==> config.mk <==
export PLATFORM = sky130hd
export DESIGN_NAME = instr_fetch
export DESIGN_NICKNAME = d
export VERILOG_FILES = /design/src/rtl/instr_fetch.sv
export SDC_FILE = /design/constraint.sdc
export NUM_CORES = 1
export LEC_CHECK = 0
export CORE_MARGIN = 1.5
export CORE_UTILIZATION = 50
export DETAILED_ROUTE_END_ITERATION = 10
export PLACE_DENSITY = 0.81
export RECOVER_POWER = 50
export SYNTH_ARGS = -nofsm -noshare
export SYNTH_HDL_FRONTEND = slang
export SYNTH_SLANG_ARGS = --single-unit
export TNS_END_PERCENT = 30
==> constraint.sdc <==
create_clock -name clk -period 7.8 [get_ports clk]
set_input_delay 1.56 -clock clk [delete_from_list [all_inputs] [get_ports clk]]
set_output_delay 1.56 -clock clk [all_outputs]
set_load 0.02 [all_outputs]
==> src/rtl/instr_fetch.sv <==
// instr_fetch: instruction fetch stage feeding the decoder.
//
// Keeps the fetch PC, issues word-aligned reads to instruction memory and buffers the
// in-order responses in a DEPTH-entry FIFO. Each word leaves with its PC over a
// valid/ready handshake. A redirect flushes the FIFO, marks every outstanding response
// for discard and restarts fetch at the new PC.
//
// Ports:
//   clk, rst                  clock, asynchronous active-high reset
//   imem_req_valid/ready/addr read request to instruction memory (addr = fetch PC)
//   imem_rsp_valid/data       in-order read response, no back-pressure
//   redirect_valid/pc         single-cycle restart from execute
//   inst_valid/ready          handshake towards decode
//   inst_data, inst_pc        FIFO head: instruction word and its PC
module instr_fetch #(
  parameter logic [31:0] RESET_PC = 32'h0000_0000,
  parameter int unsigned DEPTH    = 2
) (
  input  logic        clk,
  input  logic        rst,
  output logic        imem_req_valid,
  input  logic        imem_req_ready,
  output logic [31:0] imem_req_addr,
  input  logic        imem_rsp_valid,
  input  logic [31:0] imem_rsp_data,
  input  logic        redirect_valid,
  input  logic [31:0] redirect_pc,
  output logic        inst_valid,
  input  logic        inst_ready,
  output logic [31:0] inst_data,
  output logic [31:0] inst_pc
);

  localparam int unsigned CW = $clog2(DEPTH) + 1;
  localparam int unsigned AW = (DEPTH > 1) ? $clog2(DEPTH) : 1;
  localparam logic [CW:0] DepthW = DEPTH[CW:0];

  logic [31:0]   fetch_pc_q, fetch_pc_d;
  logic [31:0]   rsp_pc_q, rsp_pc_d;
  logic [CW-1:0] inflight_q, inflight_d;
  logic [CW-1:0] drop_q, drop_d;
  logic [CW-1:0] count_q, count_d;
  logic [AW-1:0] wr_ptr_q, wr_ptr_d;
  logic [AW-1:0] rd_ptr_q, rd_ptr_d;
  logic [31:0]   pc_mem_q   [DEPTH];
  logic [31:0]   data_mem_q [DEPTH];

  logic [CW:0]   credit_used;
  logic          req_fire;
  logic          rsp_ok;
  logic          push;
  logic          pop;
  logic [31:0]   redirect_base;
  logic          unused_redirect_lsb;

  assign redirect_base       = {redirect_pc[31:2], 2'b00};
  assign unused_redirect_lsb = ^redirect_pc[1:0];

  // Buffered entries count against the credit as well as in-flight requests, so every
  // response always has a free FIFO slot and no back-pressure to memory is needed.
  assign credit_used    = {1'b0, inflight_q} + {1'b0, count_q};
  assign imem_req_valid = !rst && !redirect_valid && (credit_used < DepthW);
  assign imem_req_addr  = fetch_pc_q;
  assign req_fire       = imem_req_valid && imem_req_ready;

  // A response with nothing outstanding is a protocol violation and is ignored.
  assign rsp_ok = imem_rsp_valid && (inflight_q != '0);
  assign push   = rsp_ok && !redirect_valid && (drop_q == '0);
  assign pop    = (count_q != '0) && inst_ready && !redirect_valid;

  assign inst_valid = (count_q != '0);
  assign inst_data  = data_mem_q[rd_ptr_q];
  assign inst_pc    = pc_mem_q[rd_ptr_q];

  always_comb begin
    fetch_pc_d = fetch_pc_q;
    rsp_pc_d   = rsp_pc_q;
    drop_d     = drop_q;
    count_d    = count_q;
    wr_ptr_d   = wr_ptr_q;
    rd_ptr_d   = rd_ptr_q;
    inflight_d = inflight_q + {{(CW-1){1'b0}}, req_fire} - {{(CW-1){1'b0}}, rsp_ok};

    if (redirect_valid) begin
      fetch_pc_d = redirect_base;
      rsp_pc_d   = redirect_base;
      // Everything still outstanding after this cycle is stale, including responses
      // that were already marked for drop.
      drop_d     = inflight_q - {{(CW-1){1'b0}}, rsp_ok};
      count_d    = '0;
      wr_ptr_d   = '0;
      rd_ptr_d   = '0;
    end else begin
      if (req_fire) begin
        fetch_pc_d = fetch_pc_q + 32'd4;
      end
      if (rsp_ok && (drop_q != '0)) begin
        drop_d = drop_q - 1'b1;
      end
      if (push) begin
        rsp_pc_d = rsp_pc_q + 32'd4;
        wr_ptr_d = wr_ptr_q + 1'b1;
      end
      if (pop) begin
        rd_ptr_d = rd_ptr_q + 1'b1;
      end
      count_d = count_q + {{(CW-1){1'b0}}, push} - {{(CW-1){1'b0}}, pop};
    end
  end

  always_ff @(posedge clk or posedge rst) begin
    if (rst) begin
      fetch_pc_q <= RESET_PC;
      rsp_pc_q   <= RESET_PC;
      inflight_q <= '0;
      drop_q     <= '0;
      count_q    <= '0;
      wr_ptr_q   <= '0;
      rd_ptr_q   <= '0;
      for (int i = 0; i < int'(DEPTH); i++) begin
        pc_mem_q[i]   <= '0;
        data_mem_q[i] <= '0;
      end
    end else begin
      fetch_pc_q <= fetch_pc_d;
      rsp_pc_q   <= rsp_pc_d;
      inflight_q <= inflight_d;
      drop_q     <= drop_d;
      count_q    <= count_d;
      wr_ptr_q   <= wr_ptr_d;
      rd_ptr_q   <= rd_ptr_d;
      if (push) begin
        pc_mem_q[wr_ptr_q]   <= rsp_pc_q;
        data_mem_q[wr_ptr_q] <= imem_rsp_data;
      end
    end
  end

endmodule

==> Yosys cells after proc, flatten, opt, wreduce, memory -nomap -nowiden <==
Index checks and enable logic that the tools add are counted.
{ "word_totals": {"register_bits": 200, "ram_bits": 0, "latch_bits": 0, "mem_bits_ro": 0, "out_inout_bits": 98, "word_cells": 69, "in_bits": 70, "n_memories": 0} }
{ "op_classes": {"add_sub_neg": 11, "shifts": 0, "eq_ne": 0, "n_bitwise": 2, "reduce_logical": 20, "n_mux": 21, "order_cmp": 4, "mul": 0, "n_div": 0} }
{ "ops": {"columns": ["operator", "count"], "rows": [
  ["2-to-1 mux 32 bit", 11],
  ["bitwise mux 64 bit", 2],
  ["adder 32 x 3 -> 32 bit, second input constant", 2],
  ["demux 32 bit (select 1 bit)", 1],
  ["nonzero test 2 bit", 7],
  ["logical AND 1 bit", 10],
  ["2-to-1 mux 2 bit", 3],
  ["subtractor 2 x 1 -> 2 bit", 3],
  ["adder 2 x 1 -> 2 bit", 2],
  [">= comparator 2 bit, second input constant", 2],
  ["2-to-1 mux 1 bit", 4],
  ["NOT 1 -> 2 bit", 2],
  ["adder 2 x 2 -> 3 bit", 1],
  ["less-than comparator 3 x 2 -> 1 bit, second input constant", 1],
  ["adder 1 bit, second input constant", 2],
  ["logical NOT 1 bit", 2],
  ["logical NOT 2 bit", 1],
  ["less-than comparator 2 x 1 -> 1 bit, second input constant", 1],
  ["subtractor 2 x 1 -> 2 bit, second input constant", 1]
]} }

==> Depth between registers and ports, before layout <==
Gate-level depths: netlist of run 1.
{ "depth": {"depth_word": 7, "ltp_mapped": 10, "mapped_depth_nobuf": 9} }

==> Worst setup path before layout of run 1 <==
Ideal clock, no wire load.
{ "synth_path": {"path_kind": "input port to output port", "start": "input redirect_valid", "end": "output imem_req_valid", "setup_slack_ns": 3.442, "arrival_time_ns": 2.798, "required_time_ns": 6.240, "path_buffers": 3, "path_stages": 4, "cell_sequence": "clkbuf_1 > clkbuf_1 > clkbuf_1 > nor4_1"} }
{ "synth_via": {"elab_chain_cells": 3} }
{ "synth_lines": {"columns": ["item", "line_no", "rtl"], "rows": [
  ["from (decl)", "26", "input logic redirect_valid,"],
  ["logical NOT 1 bit", "62", "assign imem_req_valid = !rst && !redirect_valid && (credit_used < DepthW);"],
  ["logical AND 1 bit (2 in a row)", "62", null],
  ["to (decl)", "21", "output logic imem_req_valid,"]
]} }
Every way passes these cells.

==> Worst setup path after layout of run 1 <==
Same ends and word-level chain as after synthesis.

==> results of run 1 <==
==> how the worst max path moves through the flow <==
stage / start / endpoint / slack, ns / depth (start not counted)
floorplan: rst / count_q[0]$_DFF_PP0_ / 1.01 / 1
global placement: redirect_valid / imem_req_valid / 3.08 / 4
detailed placement: redirect_valid / imem_req_valid / 3.08 / 4
CTS: redirect_valid / imem_req_valid / 3.08 / 4
global route: redirect_valid / imem_req_valid / 1.93 / 4
finish: redirect_valid / imem_req_valid / 2.10 / 4
==> worst register-to-register path, delay by kind of cell, from the launching register on <==
kind / cells / cell delay (ns)
fa+ha+maj: 3 / 1.08
buf+inv: 1 / 0.04
flops: 1 / 0.45
xor+xnor: 2 / 0.31
simple gates: 3 / 1.63
==> layout make-up <==
| cell class | instances | area share |
|---|---|---|
| multi-input combinational | 525 | 0.371 |
| clock inverter | 14 | 0.0153 |
| inverter | 16 | 0.00551 |
| tap | 234 | 0.0248 |
| sequential | 192 | 0.407 |
| timing repair buffer | 167 | 0.139 |
| clock buffer | 18 | 0.0372 |
==> power groups by stage <==
stage,registers (W),logic (W),clock network [W]
global placement,0.00150,0.00146,0
CTS,0.00150,0.00150,0.000929
global route,0.00155,0.00158,0.000969
finish,0.00150,0.00148,0.000914
detailed placement,0.00152,0.00149,0
floorplan,0.00147,0.000932,0
==> synth_stat cells (16+ instances only) <==
library cell	count
a31oi_1	19
clkbuf_1	42
dfrtp_1	192
inv_1	16
mux2_2	203
nand2_1	30
nand3_1	18
nand4_1	19
nor2_1	35
nor3_1	17
nor4_1	20
o31ai_1	17
or4_1	19
xnor2_1	18
==> state kept, by name (all words and copies together) (netlist names) <==
register,count
count_q,2
data_mem_q,64
drop_q,2
imem_req_addr,30
wr_ptr_q,1
rd_ptr_q,1
inflight_q,2
rsp_pc_q,30
pc_mem_q,60
==> per-stage QoR <==
stage / hold slack, ns / cell area [µm²] / power, W / util
after floorplan: 0.475 / 9440 / 0.00240 / -
after global placement: 0.484 / 11200 / 0.00296 / 0.603
after detailed placement: 0.492 / 11200 / 0.00301 / 0.603
after CTS: 0.507 / 11800 / 0.00394 / 0.636
after global routing: 0.516 / 11800 / 0.00410 / 0.636
final: 0.503 / 11800 / 0.00390 / 0.636
==> cells by family after synthesis <==
group	Yosys count	synth area share
multiplexers	206	0.246
AND/OR/NAND/NOR	200	0.119
flip-flops	192	0.510
AO/OA/AOI/OAI	77	0.0565
buffers and inverters	68	0.0288
XOR/XNOR	29	0.0269
adder cells (fa/ha/maj)	9	0.0127
other	1	0.000398
==> routing by layer <==
layer	vias up	routed length, µm
li1	3168	-
met3	31	1050
met5	-	0
met4	0	488
met2	210	10800
met1	3402	9200
==> flow_summary_export.csv, run 1 <==
group,metric,value,unit
run_status,status,"complete, but fails checks",
run_status,failed_checks,"max-capacitance violations, max-slew violations",
placed_design,place_congestion,0.852,
sta,skew,0.00831,ns
setup_path,cp_max_fo,43,
logic_synthesis,ys_seq_area_frac,0.510,
pwr,p_comb_frac,0.381,
setup_path,crit_path_start_kind,"input port",
logic_synthesis,synth_top_area_share,0.510,
cts,cts_tree,"built",
logic_synthesis,synth.avg_cell_area,12.1,µm²
setup_path,critical-path-max-stage-delay,1.33,ns
setup_path,reg2reg_from,"inflight_q[0]$_DFF_PP0_",
setup_path,endpoint_kind,"output pin",
placed_design,io_buffers,161,
floorplanning,pin_count,168,
logic_synthesis,synth_area_leaders,"dfrtp_1 51%, mux2_2 24%, clkbuf_1 1.7%, xnor2_1 1.7%, or4_1 1.5%",
floorplanning,initial_utilization,0.507,
final_layout,drive_above_1_share,0.267,
grt,use_met1,0.297,
floorplanning,die_h,140,µm
cts,ctsResizeCount,0,
detailed_routing,vias,6811,
grt,first_global_vias,6986,
sta,drv_slew,170,
cts,cts_buffers,17,
grt,use_met3,0.0438,
cts,clock_latency,0.43,ns
floorplanning,dieWidth,140,µm
floorplanning,die-area,19700,µm²
pwr,pwr-share-clk,0.235,
pwr,switching_share,0.324,
sta,setup_viol,0,
final_layout,layout_commonest_cell,"mux2_2",
setup_path,critPathBufInv,3,
logic_synthesis,yosys_warnings,0,
cts,htreeDepth,4,
detailed_routing,drt_first_pass_iters,5,
setup_path,crit_slowest_cell,"clkbuf_1",
hold_path,hold_depth,1,
pwr,p_int,0.00263,W
detailed_routing,drt-total-wl,21500,µm
sta,fin_crit_sh,0.730,
pwr,power_switching,0.00126,W
detailed_routing,routedWlPerCell,18.5,µm
cts,clock_path_buffers,2,
pwr,power.density,330,nW/µm²
sta,finalCriticalPeriod,5.70,ns
setup_path,critPathRequiredTime,6.24,ns
setup_path,worstSetupPathType,"input port to output pin",
grt,antenna_found_initial,0,
logic_synthesis,synth.largest_area_cell,"dfrtp_1",
final_layout,multi_input_area,4380,µm²
final_layout,final_cells,1166,
floorplanning,fp.coreArea,18600,µm²
detailed_routing,dr.first_iter.drc_count,478,
setup_path,path_cells,"dlygate4sd3_1, clkbuf_1, nor4_1, clkdlybuf4s50_1",
sta,rsz0062_at_grt,"no",
setup_path,crit_family,"buffers and inverters",
floorplanning,row_count,50,
pwr,p_leak,4.88,nW
final_layout,seqCellArea,4810,µm²
cts,path_clk_slew,0.07,ns
hold_path,hold-path-endpoint,"data_mem_q[18]$_DFFE_PP0P_",
logic_synthesis,synth_enable_flop_cells,0,
hold_path,hp-class,"flip-flop to flip-flop",
setup_path,timing.reg2reg.setup_slack,4.22,ns
grt,grt_max_degree,125,
logic_synthesis,netlist_area,9430,µm²
cts,postCtsSetupRepairBufs,0,
cts,cts_sinks,192,
run,maxCapViolCount,3,
grt,grt_overflow,0,
placed_design,post-place-cells,1134,
final_layout,nNetsFinal,998,
grt,busiest_layer,"met2",
sta,timing.fmax,0.176,GHz
cts,hold_buffers,0,
logic_synthesis,ys_ff_latch,192,
logic_synthesis,synth-async-reset-ratio,1.00,
setup_path,reg2reg_to,"inflight_q[1]$_DFF_PP0_",
sta,relSlewSlack,-0.236,
logic_synthesis,syn_inst,782,
final_layout,nFillCells,1431,
pwr,max-vdd-ir-drop,0.000195,V
grt,grt_pass1_wl,35900,µm
detailed_routing,drc,0,
logic_synthesis,ys_types,49,
sta,layout_setup_ws,2.10,ns
setup_path,ff2ff_path_depth,9,
final_layout,final_cell_mix,"203 x mux2_2, 191 x dfrtp_1, 128 x clkdlybuf4s50_1, 33 x nor2_1, 33 x dlygate4sd3_1",
pwr,seq_power_share,0.385,
placed_design,pre_cts_slack,3.08,ns
placed_design,dp_hpwl,14400,µm
sta,fin_setup_tns,0,ns
sta,hold_viol_final,0,
sta,worst_pin_slew,1.85,ns
grt,met2_usage,0.382,
setup_path,cp.arrival,4.14,ns
grt,track_usage,0.228,
detailed_routing,viasPerCell,5.84,
hold_path,hp-start,"data_mem_q[18]$_DFFE_PP0P_",
detailed_routing,final_antenna_net_count,0,
final_layout,syn_to_final_growth,25.3,%
cts,cts_root_buf,"clkbuf_16",
logic_synthesis,synth_ff_type,"dfrtp_1",
final_layout,num_antenna_cells,0,
No activity file was read; power rests on OpenSTA's default activity.
==> run 2: changes to the inputs <==
Settings changed: CORE_UTILIZATION 50 to 48, PLACE_DENSITY 0.81 to 0.82.
Clock period 7.8 ns to 4.73 ns, I/O delays scaled along.
==> flow_summary_export.csv, run 2 (synthesis results as in run 1) <==
group,metric,value,unit
cts,clock_path_buffers,2,
floorplanning,die_h,143,µm
final_layout,drive_above_1_share,0.270,
detailed_routing,dr.first_iter.drc_count,514,
final_layout,final_cell_mix,"203 x mux2_2, 191 x dfrtp_1, 135 x clkdlybuf4s50_1, 33 x nor2_1, 30 x nand2_1",
floorplanning,row_count,51,
sta,drv_slew,117,
placed_design,dp_hpwl,15400,µm
grt,first_global_vias,6944,
sta,worst_pin_slew,1.80,ns
run_status,failed_checks,"max-capacitance violations, max-slew violations",
final_layout,largest_register,"data_mem_q",
detailed_routing,wl_met2,11300,µm
hold_path,hp-start,"pc_mem_q[44]$_DFFE_PP0P_",
floorplanning,pin_count,168,
grt,grt_overflow,0,
sta,layout_setup_ws,0.877,ns
pwr,seq_power_share,0.391,
placed_design,pre_cts_slack,1.13,ns
final_layout,largestRegisters,"data_mem_q (64), pc_mem_q (60)",
pwr,max-vdd-ir-drop,0.000374,V
setup_path,cp_max_fo,74,
detailed_routing,wl_met3,1050,µm
floorplanning,initial_utilization,0.488,
sta,setup_viol,0,
final_layout,num_antenna_cells,0,
hold_path,hold-path-endpoint,"pc_mem_q[44]$_DFFE_PP0P_",
cts,cts_buffers,17,
sta,relSlewSlack,-0.198,
pwr,totalPowerFinal,0.00635,W
pwr,pwr-share-clk,0.222,
setup_path,critPathLaunch,"redirect_valid",
grt,grt_pass1_wl,36300,µm
final_layout,nNetsFinal,1003,
setup_path,critical-path-max-stage-delay,1.13,ns
setup_path,path_cells,"dlygate4sd3_1, clkinv_1, clkbuf_2, nand2_1, ha_1, inv_1, ha_1, xnor2_1, xnor2_1",
sta,hold_viol_final,0,
pwr,p_int,0.00427,W
detailed_routing,drt_first_pass_iters,5,
setup_path,critPathRequiredTime,5.04,ns
floorplanning,die-area,20500,µm²
setup_path,endpoint_kind,"flip-flop",
cts,htreeDepth,4,
cts,cts_tree,"built",
placed_design,place_congestion,0.834,
placed_design,post_dp_cell_area,11300,µm²
cts,cts_root_buf,"clkbuf_16",
run_status,status,"complete, but fails checks",
detailed_routing,drc,0,
placed_design,io_buffers,161,
cts,hold_buffers,0,
pwr,p_leak,4.89,nW
final_layout,final_area,11900,µm²
run,maxCapViolCount,2,
grt,grt_max_degree,91,
floorplanning,fp.coreArea,19300,µm²
pwr,p_comb_frac,0.387,
setup_path,cp.arrival,4.16,ns
setup_path,crit_slowest_cell,"clkbuf_2",
final_layout,largest_reg_flops,64,
cts,cts_sinks,192,
setup_path,timing.reg2reg.setup_slack,1.41,ns
cts,clock_latency,0.43,ns
detailed_routing,highest_layer,"met4",
detailed_routing,viasPerCell,5.78,
sta,fin_crit_sh,0.815,
sta,fin_setup_tns,0,ns
sta,rsz0062_at_grt,"no",
detailed_routing,drt-total-wl,22800,µm
cts,path_clk_slew,0.07,ns
setup_path,worstSetupPathType,"input port to flip-flop",
pwr,switching_share,0.328,
setup_path,reg2reg_to,"imem_req_addr[23]$_DFFE_PP0P_",
pwr,power.density,535,nW/µm²
sta,finalCriticalPeriod,3.85,ns
detailed_routing,wl_met1,9910,µm
cts,postCtsSetupRepairBufs,0,
sta,timing.fmax,0.260,GHz
hold_path,hp-class,"flip-flop to flip-flop",
detailed_routing,vias,6940,
final_layout,layout_commonest_cell,"mux2_2",
setup_path,crit_path_start_kind,"input port",
sta,skew,0.00851,ns
final_layout,nFillCells,1545,
cts,ctsResizeCount,0,
pwr,power_switching,0.00208,W
grt,antenna_found_initial,0,
floorplanning,dieWidth,143,µm
setup_path,reg2reg_from,"inflight_q[0]$_DFF_PP0_",
detailed_routing,routedWlPerCell,18.9,µm
hold_path,hold_depth,1,
final_layout,syn_to_final_growth,25.9,%
grt,track_usage,0.228,
setup_path,ff2ff_path_depth,6,
detailed_routing,final_antenna_net_count,0,
==> run 2: cell count changes in the layout (fill, tap and decap cells not counted), sizes merged <==
cell,before,now
clkinv,8,7
dlygate4sd3,33,26
bufinv,3,1
clkinvlp,1,3
inv,18,16
clkbuf,21,22
buf,3,9
clkdlybuf4s50,128,135
==> run 2: worst max-delay path by stage <==
stage / slack, ns / to
after floorplan: 1.31 / count_q[0]$_DFF_PP0_
after global placement: 1.19 / imem_req_addr[23]$_DFFE_PP0P_
after detailed placement: 1.13 / imem_req_addr[23]$_DFFE_PP0P_
after CTS: 1.11 / inst_pc[29]
after global routing: 0.68 / inflight_q[1]$_DFF_PP0_
final: 0.88 / inflight_q[1]$_DFF_PP0_
==> run 2: stage by stage <==
step,cells,hold slack [ns],util
6_report,1201,0.503,0.614
3_5_place_dp,1170,0.490,0.585
2_1_floorplan,785,0.475,-
3_3_place_gp,1170,0.483,0.585
5_1_grt,1201,0.518,0.614
4_1_cts,1201,0.507,0.614
==> run 2: power by group through the flow <==
stage / registers, W / logic [W] / clock network, W
2_1_floorplan: 0.00242 / 0.00154 / 0
3_3_place_gp: 0.00248 / 0.00242 / 0
3_5_place_dp: 0.00251 / 0.00247 / 0
4_1_cts: 0.00249 / 0.00249 / 0.00143
5_1_grt: 0.00256 / 0.00262 / 0.00150
6_report: 0.00249 / 0.00246 / 0.00141
==> run 2: cell type report <==
class                           count  area (µm²)  area share
Clock buffer                       20         467      0.0393
Clock inverter                     11         108     0.00907
Inverter                           16        61.3     0.00517
Multi-Input combinational cell    525        4380       0.369
Sequential cell                   192        4810       0.405
Tap cell                          265         332      0.0279
Timing Repair Buffer              172        1710       0.144
==> run 2: worst max-delay path, delay by kind of cell <==
kind / cells / cell delay [ns]
and+or+nand+nor: 1 / 0.47
buffers and inverters: 4 / 1.86
adders and majority gates: 2 / 0.61
xor gates and xnor gates: 2 / 0.26
==> run 2: layer usage <==
layer,vias to the layer above,global-route usage
li1,3184,-
met1,3514,0.298
met2,209,0.382
met3,33,0.0449
met4,0,0.0722
met5,-,0
==> run 3: changes to the inputs <==
Clock period 4.73 ns to 3.5 ns, I/O delays scaled along.
==> flow_summary_export.csv, run 3 (synthesis results as in run 1) <==
group,metric,value,unit
hold_path,hold_depth,1,
pwr,seq_power_share,0.393,
final_layout,nNetsFinal,1007,
setup_path,critPathRequiredTime,2.80,ns
cts,ctsResizeCount,0,
placed_design,io_buffers,161,
sta,worst_pin_slew,1.54,ns
grt,grt_pass1_wl,35400,µm
final_layout,largest_register,"data_mem_q",
sta,relSlewSlack,-0.0291,
sta,fin_crit_sh,0.916,
sta,timing.fmax,0.312,GHz
sta,setup_viol,0,
sta,hold_viol_final,0,
detailed_routing,routedWlPerCell,18.2,µm
final_layout,final_cell_mix,"203 x mux2_2, 191 x dfrtp_1, 132 x clkdlybuf4s50_1, 33 x nor2_1, 30 x nand2_1",
cts,postCtsSetupRepairBufs,0,
pwr,p_comb_frac,0.389,
detailed_routing,viasPerCell,5.70,
pwr,p_leak,4.89,nW
final_layout,num_antenna_cells,0,
floorplanning,die-area,20500,µm²
floorplanning,initial_utilization,0.488,
setup_path,crit_path_start_kind,"flip-flop",
cts,cts_buffers,17,
cts,htreeDepth,4,
setup_path,reg2reg_from,"inflight_q[0]$_DFF_PP0_",
sta,drv_slew,64,
pwr,power.density,717,nW/µm²
cts,path_clk_slew,0.07,ns
cts,hold_buffers,0,
setup_path,cp.arrival,2.51,ns
run_status,failed_checks,"max-capacitance violations, max-slew violations",
setup_path,crit_slowest_cell,"clkdlybuf4s50_1",
setup_path,timing.reg2reg.setup_slack,0.33,ns
detailed_routing,drt-total-wl,21900,µm
placed_design,place_congestion,0.837,
final_layout,drive_above_1_share,0.267,
final_layout,largestRegisters,"data_mem_q (64), pc_mem_q (60)",
setup_path,worstSetupPathType,"flip-flop to output pin",
pwr,power_switching,0.00279,W
detailed_routing,final_antenna_net_count,0,
grt,track_usage,0.222,
setup_path,critical-path-max-stage-delay,0.66,ns
setup_path,ff2ff_path_depth,6,
setup_path,cp_max_fo,6,
floorplanning,dieWidth,143,µm
cts,cts_sinks,192,
setup_path,critPathLaunch,"inflight_q[0]$_DFF_PP0_",
detailed_routing,dr.first_iter.drc_count,413,
final_layout,layout_commonest_cell,"mux2_2",
floorplanning,pin_count,168,
final_layout,largest_reg_flops,64,
detailed_routing,drc,0,
pwr,totalPowerFinal,0.00852,W
grt,grt_overflow,0,
sta,rsz0062_at_grt,"no",
setup_path,reg2reg_to,"imem_req_addr[23]$_DFFE_PP0P_",
final_layout,syn_to_final_growth,26.0,%
pwr,switching_share,0.327,
grt,grt_max_degree,64,
sta,skew,0.00957,ns
pwr,p_int,0.00574,W
placed_design,dp_hpwl,15200,µm
grt,antenna_found_initial,0,
sta,fin_setup_tns,0,ns
pwr,pwr-share-clk,0.218,
setup_path,endpoint_kind,"output pin",
cts,clock_latency,0.43,ns
cts,cts_root_buf,"clkbuf_16",
detailed_routing,drt_first_pass_iters,6,
grt,first_global_vias,6787,
hold_path,hp-start,"data_mem_q[57]$_DFFE_PP0P_",
setup_path,path_cells,"and2_1, fa_1, nor4_1, clkdlybuf4s50_1",
floorplanning,row_count,51,
cts,clock_path_buffers,2,
hold_path,hold-path-endpoint,"data_mem_q[57]$_DFFE_PP0P_",
floorplanning,fp.coreArea,19300,µm²
hold_path,hp-class,"flip-flop to flip-flop",
run,maxCapViolCount,1,
detailed_routing,vias,6879,
sta,finalCriticalPeriod,3.21,ns
floorplanning,die_h,143,µm
cts,cts_tree,"built",
run_status,status,"complete, but fails checks",
pwr,max-vdd-ir-drop,0.000425,V
-- run 3: changes by cell type in the layout (fill, tap and decap cells not counted) --
cell / change
clkdlybuf4s50_1: -3
nor4b_1: +1
dlygate4sd3_1: +3
clkbuf_8: -2
clkinv_2: +2
buf_4: -4
nor4b_2: -1
inv_1: +1
clkbuf_1: +6
clkinv_1: -1
inv_6: +1
buf_12: +2
clkinv_4: -2
clkbuf_2: +2
-- run 3: layout make-up --
| class | instances | area (µm²) |
|---|---|---|
| clock inverter | 12 | 109 |
| clock buffer | 20 | 447 |
| timing repair buffer | 176 | 1750 |
| sequential | 192 | 4810 |
| inverter | 16 | 61.3 |
| tap | 265 | 332 |
| fill | 1571 | 7460 |
| multi-input combinational | 525 | 4380 |
-- run 3: how the worst max path moves through the flow --
stage                                         end  slack [ns]  cells after the start
finish                             imem_req_valid        0.29                      4
global route                       imem_req_valid        0.22                      4
CTS                                imem_req_valid        0.25                      4
detailed placement  imem_req_addr[23]$_DFFE_PP0P_        0.26                      5
global placement    imem_req_addr[19]$_DFFE_PP0P_        0.33                      5
floorplan                    count_q[0]$_DFF_PP0_        0.32                      1
-- run 3: per-stage QoR --
stage	util	cell area (µm²)	cells	setup slack, ns	hold WS [ns]
finish	0.614	11900	1206	0.293	0.503
global route	0.614	11900	1206	0.217	0.516
CTS	0.617	11900	1206	0.252	0.507
detailed placement	0.588	11400	1174	0.256	0.492
global placement	0.588	11400	1174	0.326	0.483
floorplan	-	9440	785	0.324	0.475
-- run 3: power groups by stage --
stage	registers, W	clock network, W	logic, W
5_1_grt	0.00345	0.00200	0.00354
6_report	0.00335	0.00186	0.00331
3_3_place_gp	0.00334	0	0.00329
3_5_place_dp	0.00339	0	0.00335
4_1_cts	0.00335	0.00190	0.00338
2_1_floorplan	0.00327	0	0.00208
-- run 3: worst max-delay path, delay by kind of cell (launching register included) --
family,cells,cell delay [ns]
AND/OR/NAND/NOR,2,0.52
adder cells (fa/ha/maj),1,0.48
flip-flops,1,0.43
buffers and inverters,1,0.66
-- run 3: layer usage --
metal  wire, µm  part of all wire  track usage
met1       9430              0.43        0.294
met2      11000              0.50        0.366
met3       1050             0.048       0.0436
met4        463             0.021       0.0765
met5          0                 0            0
